[src/rtl/hex_line_formatter.sv]
// hex_line_formatter: serialises an (X, Y) sample as the ASCII hex line "XXXX,YYYY\r\n" on a valid/ready byte stream.
// Defining HEX_FMT_CHECKSUM_EN appends ",CC" (XOR of the X, separator and Y characters) before CR.
module hex_line_formatter #(
    parameter int         DATA_WIDTH = 16,
    parameter logic [7:0] SEP_CHAR   = 8'h2C
) (
    input  logic                  CLK,
    input  logic                  RST,
    input  logic                  iVALID,
    output logic                  oREADY,
    input  logic [DATA_WIDTH-1:0] iX,
    input  logic [DATA_WIDTH-1:0] iY,
    output logic [7:0]            oTX_DATA,
    output logic                  oTX_VALID,
    input  logic                  iTX_READY,
    output logic [7:0]            oDROP_CNT,
    output logic                  oBUSY
);
    localparam int NIB = DATA_WIDTH / 4;
    localparam int NW  = (NIB > 1) ? $clog2(NIB) : 1;
    typedef enum logic [3:0] {
        IDLE, X_CHR, SEP, Y_CHR,
`ifdef HEX_FMT_CHECKSUM_EN
        SEP2, CK_HI, CK_LO,
`endif
        CR, LF
    } state_t;
    state_t                r_state;
    logic [DATA_WIDTH-1:0] r_x;
    logic [DATA_WIDTH-1:0] r_y;
    logic [NW-1:0]         r_nib;
    logic                  w_xfer;
    logic                  w_last_nib;
    logic [NW-1:0]         w_nib_nxt;
    logic [3:0]            w_x_nib;
    logic [3:0]            w_y_nib;
`ifdef HEX_FMT_CHECKSUM_EN
    logic [7:0]            r_ck;
`endif
    function automatic logic [7:0] hex(input logic [3:0] n);
        return (n <= 4'd9) ? 8'h30 + {4'h0, n} : 8'h37 + {4'h0, n};
    endfunction
    assign w_xfer     = oTX_VALID && iTX_READY;
    assign w_last_nib = (r_nib == NW'(NIB - 1));
    assign w_nib_nxt  = r_nib + 1'b1;
    // r_nib indexes the nibble currently on oTX_DATA; the next one is looked up ahead of the transfer
    assign w_x_nib    = r_x[(NIB - 1 - int'(w_nib_nxt)) * 4 +: 4];
    assign w_y_nib    = r_y[(NIB - 1 - int'(w_nib_nxt)) * 4 +: 4];
    assign oBUSY      = !oREADY;
    always_ff @(posedge CLK) begin
        if (RST) begin
            r_state   <= IDLE;
            oREADY    <= 1'b1;
            oTX_VALID <= 1'b0;
            oTX_DATA  <= 8'h00;
            oDROP_CNT <= 8'h00;
            r_nib     <= '0;
            r_x       <= '0;
            r_y       <= '0;
`ifdef HEX_FMT_CHECKSUM_EN
            r_ck      <= 8'h00;
`endif
        end else begin
            if (iVALID && !oREADY && oDROP_CNT != 8'hFF)
                oDROP_CNT <= oDROP_CNT + 1'b1;
`ifdef HEX_FMT_CHECKSUM_EN
            if (w_xfer && (r_state == X_CHR || r_state == SEP || r_state == Y_CHR))
                r_ck <= r_ck ^ oTX_DATA;
`endif
            case (r_state)
                IDLE: if (iVALID) begin
                    r_x       <= iX;
                    r_y       <= iY;
                    r_nib     <= '0;
                    oREADY    <= 1'b0;
                    oTX_VALID <= 1'b1;
                    oTX_DATA  <= hex(iX[DATA_WIDTH-1 -: 4]);
                    r_state   <= X_CHR;
`ifdef HEX_FMT_CHECKSUM_EN
                    r_ck      <= 8'h00;
`endif
                end
                X_CHR: if (w_xfer) begin
                    r_nib    <= w_last_nib ? '0 : w_nib_nxt;
                    oTX_DATA <= w_last_nib ? SEP_CHAR : hex(w_x_nib);
                    r_state  <= w_last_nib ? SEP : X_CHR;
                end
                SEP: if (w_xfer) begin
                    oTX_DATA <= hex(r_y[DATA_WIDTH-1 -: 4]);
                    r_state  <= Y_CHR;
                end
`ifdef HEX_FMT_CHECKSUM_EN
                Y_CHR: if (w_xfer) begin
                    r_nib    <= w_last_nib ? '0 : w_nib_nxt;
                    oTX_DATA <= w_last_nib ? SEP_CHAR : hex(w_y_nib);
                    r_state  <= w_last_nib ? SEP2 : Y_CHR;
                end
                SEP2: if (w_xfer) begin
                    oTX_DATA <= hex(r_ck[7:4]);
                    r_state  <= CK_HI;
                end
                CK_HI: if (w_xfer) begin
                    oTX_DATA <= hex(r_ck[3:0]);
                    r_state  <= CK_LO;
                end
                CK_LO: if (w_xfer) begin
                    oTX_DATA <= 8'h0D;
                    r_state  <= CR;
                end
`else
                Y_CHR: if (w_xfer) begin
                    r_nib    <= w_last_nib ? '0 : w_nib_nxt;
                    oTX_DATA <= w_last_nib ? 8'h0D : hex(w_y_nib);
                    r_state  <= w_last_nib ? CR : Y_CHR;
                end
`endif
                CR: if (w_xfer) begin
                    oTX_DATA <= 8'h0A;
                    r_state  <= LF;
                end
                LF: if (w_xfer) begin
                    oTX_VALID <= 1'b0;
                    oREADY    <= 1'b1;
                    r_state   <= IDLE;
                end
                default: r_state <= IDLE;
            endcase
        end
    end
endmodule

[config.mk]
export PLATFORM = sky130hd
export DESIGN_NAME = hex_line_formatter
export DESIGN_NICKNAME = d
export VERILOG_FILES = /design/src/rtl/hex_line_formatter.sv
export SDC_FILE = /design/constraint.sdc
export NUM_CORES = 1
export LEC_CHECK = 0
export BUFFER_PORTS_ARGS = -buffer_cell sky130_fd_sc_hd__buf_2
export CORE_MARGIN = 1
export CORE_UTILIZATION = 35
export DETAILED_ROUTE_END_ITERATION = 8
export PLACE_DENSITY = 0.5
export SYNTH_ARGS = -nofsm -noshare
export SYNTH_HDL_FRONTEND = slang
export SYNTH_SLANG_ARGS = --single-unit
[constraint.sdc]
create_clock -name CLK -period 8 [get_ports CLK]
set_clock_uncertainty 0.15 [all_clocks]
set_input_delay 2.4 -clock CLK [delete_from_list [all_inputs] [get_ports CLK]]
set_output_delay 2.4 -clock CLK [all_outputs]
set_load 0.01 [all_outputs]
==> impl_results.md <==
- GR Util All Layers: roughly 18%
- Fmax achieved: 0.2516 GHz
- Fin area: around 3400 um^2
- Reg power frac: 51.8%
- Mapped Cells: approximately 370
- Crit path max fanout: 4
- PostCTS Resize Cnt: 0
- WP buf/inv: 2
- Global-route wire length before repair: 12,390 um
- Post-DP HPWL: between 5000 and 6000 um
- Post-CTS setup buffers: 0
- Max Cap Viol: 0
- Floorplan core area: about 8300 um^2
- Min Tclk post-route: 3974 ps
- Slowest cell on the critical path: mux2_2
- Synth top area cells: dfxtp_1, nand2_1, a21oi_1
- Post-synthesis sequential area ratio: 36.18%
- Die ar.: 8910 um^2
- Vias per cell: 5.269
- Top cell type's share of synthesized area: 36.18%
- Most frequent cell after synthesis: nand2_1
- Total power divided by cell area: 166.5 nW/um^2
- Drt wl/cell: 14.63 um
- Slew margin rel.: between 30% and 40%
- Clock sinks: 54
- CP Capture Type: flip-flop
- Comb power frac: 15.6%
- Count of hold-fix buffers inserted at cts: 0
- Most common flop cell mapped by yosys: dfxtp_1
- Initial Util: 36.18%
- Top delay family on crit path: compound AO/OA/AOI/OAI gates
- Worst-path cell chain: buf_2, inv_1, ha_1, nor2_1, o21ai_0, mux2_2, a311o_1, a31oi_1
- WP data arrival: slightly above 4000 ps
- CTS root buffer: clkbuf_8
- Crit start category: primary input
- Reg-to-reg slack, setup: 4890 ps
- Reg2Reg Depth: 8
- Initial antenna violation count: 0
- Vias in the first global route: 2,454
- EDFF count, synth: 0
- Synth-to-Final Area Change: 14.32%
- Largest area contributor in the netlist: dfxtp_1
- Worst r2r src: r_nib[0]
- Skew-Pair Late Insertion Delay: 310 ps
- Worst hold endpoint: r_x[1]
- Hold Path Stages: 2
- Post-synthesis net count: 413
- Gpl congestion: about 0.87
- Largest net degree at the start of global routing: 52
- Fin. max-slew vios: 0
- Setup-failing EPs final: 0
- Hold path start: r_x[1]
- Ys async rst share: 0%
- Worst path required time: 8090 ps
- # diodes: 0
- Switch Pwr: approximately 150 uW
- I/O pin cnt: 55
- Class of the most critical setup path: primary input to flip-flop
- Overflow after GRT: 0
- Worst vdd ir: 0.00007937 V
- RSZ-0062 raised after global routing: false
- Synthesis-stage register bit count: 54
- Antenna Nets Post-Route: 0
- # DRC: 0
- Maximum clock path buffer count: 2
- Lkg Pwr: roughly 1.4 nW
- Crit Reg-Reg Endpoint: oTX_DATA[0]
- Nets: between 400 and 500
- Drt first pass iters: 4
- Fillers: roughly 870
- Int Pwr: 414.1 uW
- Critical path depth in cells: 8
- Die Width: ~94 um
- Layout cells sized above 1: approximately a fifth
- Port Buffer Count: 53
- Row count: 33
- Count of different cell masters after synthesis: 59
- Post-Route WL: between 7000 and 8000 um
- Total number of vias: 2,703
- H-tree level count: 2
- Clock slew at reported path FFs: about 100 ps
- Number of synthesis warnings: 0
- Switching part of the total: 27.18%
- Final hold violation count: 0
- Total clock buffers created by CTS: 5
- Final critical-path share of the clock period: 49.68%
- Placed inst area: 3306 um^2
- Clock network fraction of design power: between 30% and 40%
- Die height: 94.40 um
- Final setup TNS: 0 ps
- Most instantiated cells after synthesis: nand2_1, dfxtp_1, a21oi_1, nor2_1, clkbuf_1
- TritonCTS clock tree: built
- Slowest stage delay, CP: a little under 400 ps
- Mean Syn Cell Area: 8.141 um^2
- Worst Max-Slew Pin Slew: 955.0 ps
- Status: finished clean
- Worst Hold Class: flip-flop to flip-flop
- Post-layout util: about two fifths
- Post-Syn Area: 2988 um^2
- 1st-iter DRT viols: 129
## cell usage in the layout (no fill, tap or decap), types with 4 or more instances in the layout
cell,n
a211oi_1,4
a21oi_1,45
and3_1,4
buf_2,53
clkbuf_8,5
dfxtp_1,54
ha_1,10
inv_1,13
mux4_1,5
nand2_1,81
nand2b_1,6
nand3_1,6
nand4_1,5
nor2_1,24
nor3_1,6
o21ai_0,14
xnor2_1,5
xor2_1,5
## power by group through the flow
stage          logic, mW  clock network, mW  registers (mW)
2_1_floorplan     0.0605                  0           0.298
3_3_place_gp      0.0881                  0           0.301
3_5_place_dp      0.0891                  0           0.301
4_1_cts           0.0895              0.191           0.295
5_1_grt            0.100              0.203           0.297
6_report          0.0889              0.185           0.295
## worst min-delay path, stage by stage (launching register included)
cell and delay, ps:
dfxtp_1 320, nand2_1 50, a21oi_1 50
## metrics by stage
stage	hold WS (ps)	power (mW)	setup WS, ps	cells
after floorplan	281.5	0.3583	3980	367
after global placement	289.0	0.3892	3765	505
after detailed placement	295.5	0.3900	3700	505
after CTS	309.5	0.5751	4042	513
after global routing	329.4	0.6002	3913	513
final	306.5	0.5687	4026	513
## routing by layer
layer,up-vias,track usage [%],share of wire (%)
li1,1371,-,-
met1,1238,26.26,50
met2,86,26.81,43
met3,8,2.979,5.9
met4,0,4.744,1.1
met5,-,0,0
## area by class of cell
cell class | count | area [um^2] | area share, %
Timing Repair Buffer | 56 | 287.8 | 8.425
Inverter | 13 | 48.80 | 1.429
Clock inverter | 2 | 37.54 | 1.099
Clock buffer | 6 | 72.57 | 2.125
Sequential cell | 54 | 1081 | 31.65
Tap cell | 105 | 131.4 | 3.846
Multi-Input combinational cell | 277 | 1757 | 51.43
## worst max-delay path by stage
stage / start / end / slack [ps]
after floorplan: iX[12] / oTX_DATA[1] / 3980
after detailed placement: iX[12] / oTX_DATA[1] / 3700
after global routing: iX[12] / oTX_DATA[1] / 3910
after CTS: iX[12] / oTX_DATA[1] / 4040
final: iX[12] / oTX_DATA[1] / 4030
after global placement: iX[12] / oTX_DATA[1] / 3760
## flip-flops by register name (all words and copies together) (netlist names)
| register | flops |
|---|---|
| oTX_VALID | 1 |
| r_nib | 2 |
| oTX_DATA | 7 |
| r_x | 16 |
| oDROP_CNT | 8 |
| r_y | 16 |
| oREADY | 1 |
| r_state | 3 |
## cells by family (layout without fill, tap and decap cells)
| family | Yosys count | after routing | synth area share [%] |
|---|---|---|---|
| AO/OA/AOI/OAI | 94 | 94 | 20.27 |
| XOR/XNOR | 10 | 10 | 2.931 |
| adder cells (fa/ha/maj) | 10 | 10 | 4.188 |
| buffers and inverters | 36 | 77 | 5.025 |
| flip-flops | 54 | 54 | 36.18 |
| multiplexers | 14 | 14 | 8.919 |
| other | 1 | 1 | 0.1255 |
| AND/OR/NAND/NOR | 148 | 148 | 22.36 |
No activity file was read; power rests on OpenSTA's default activity.
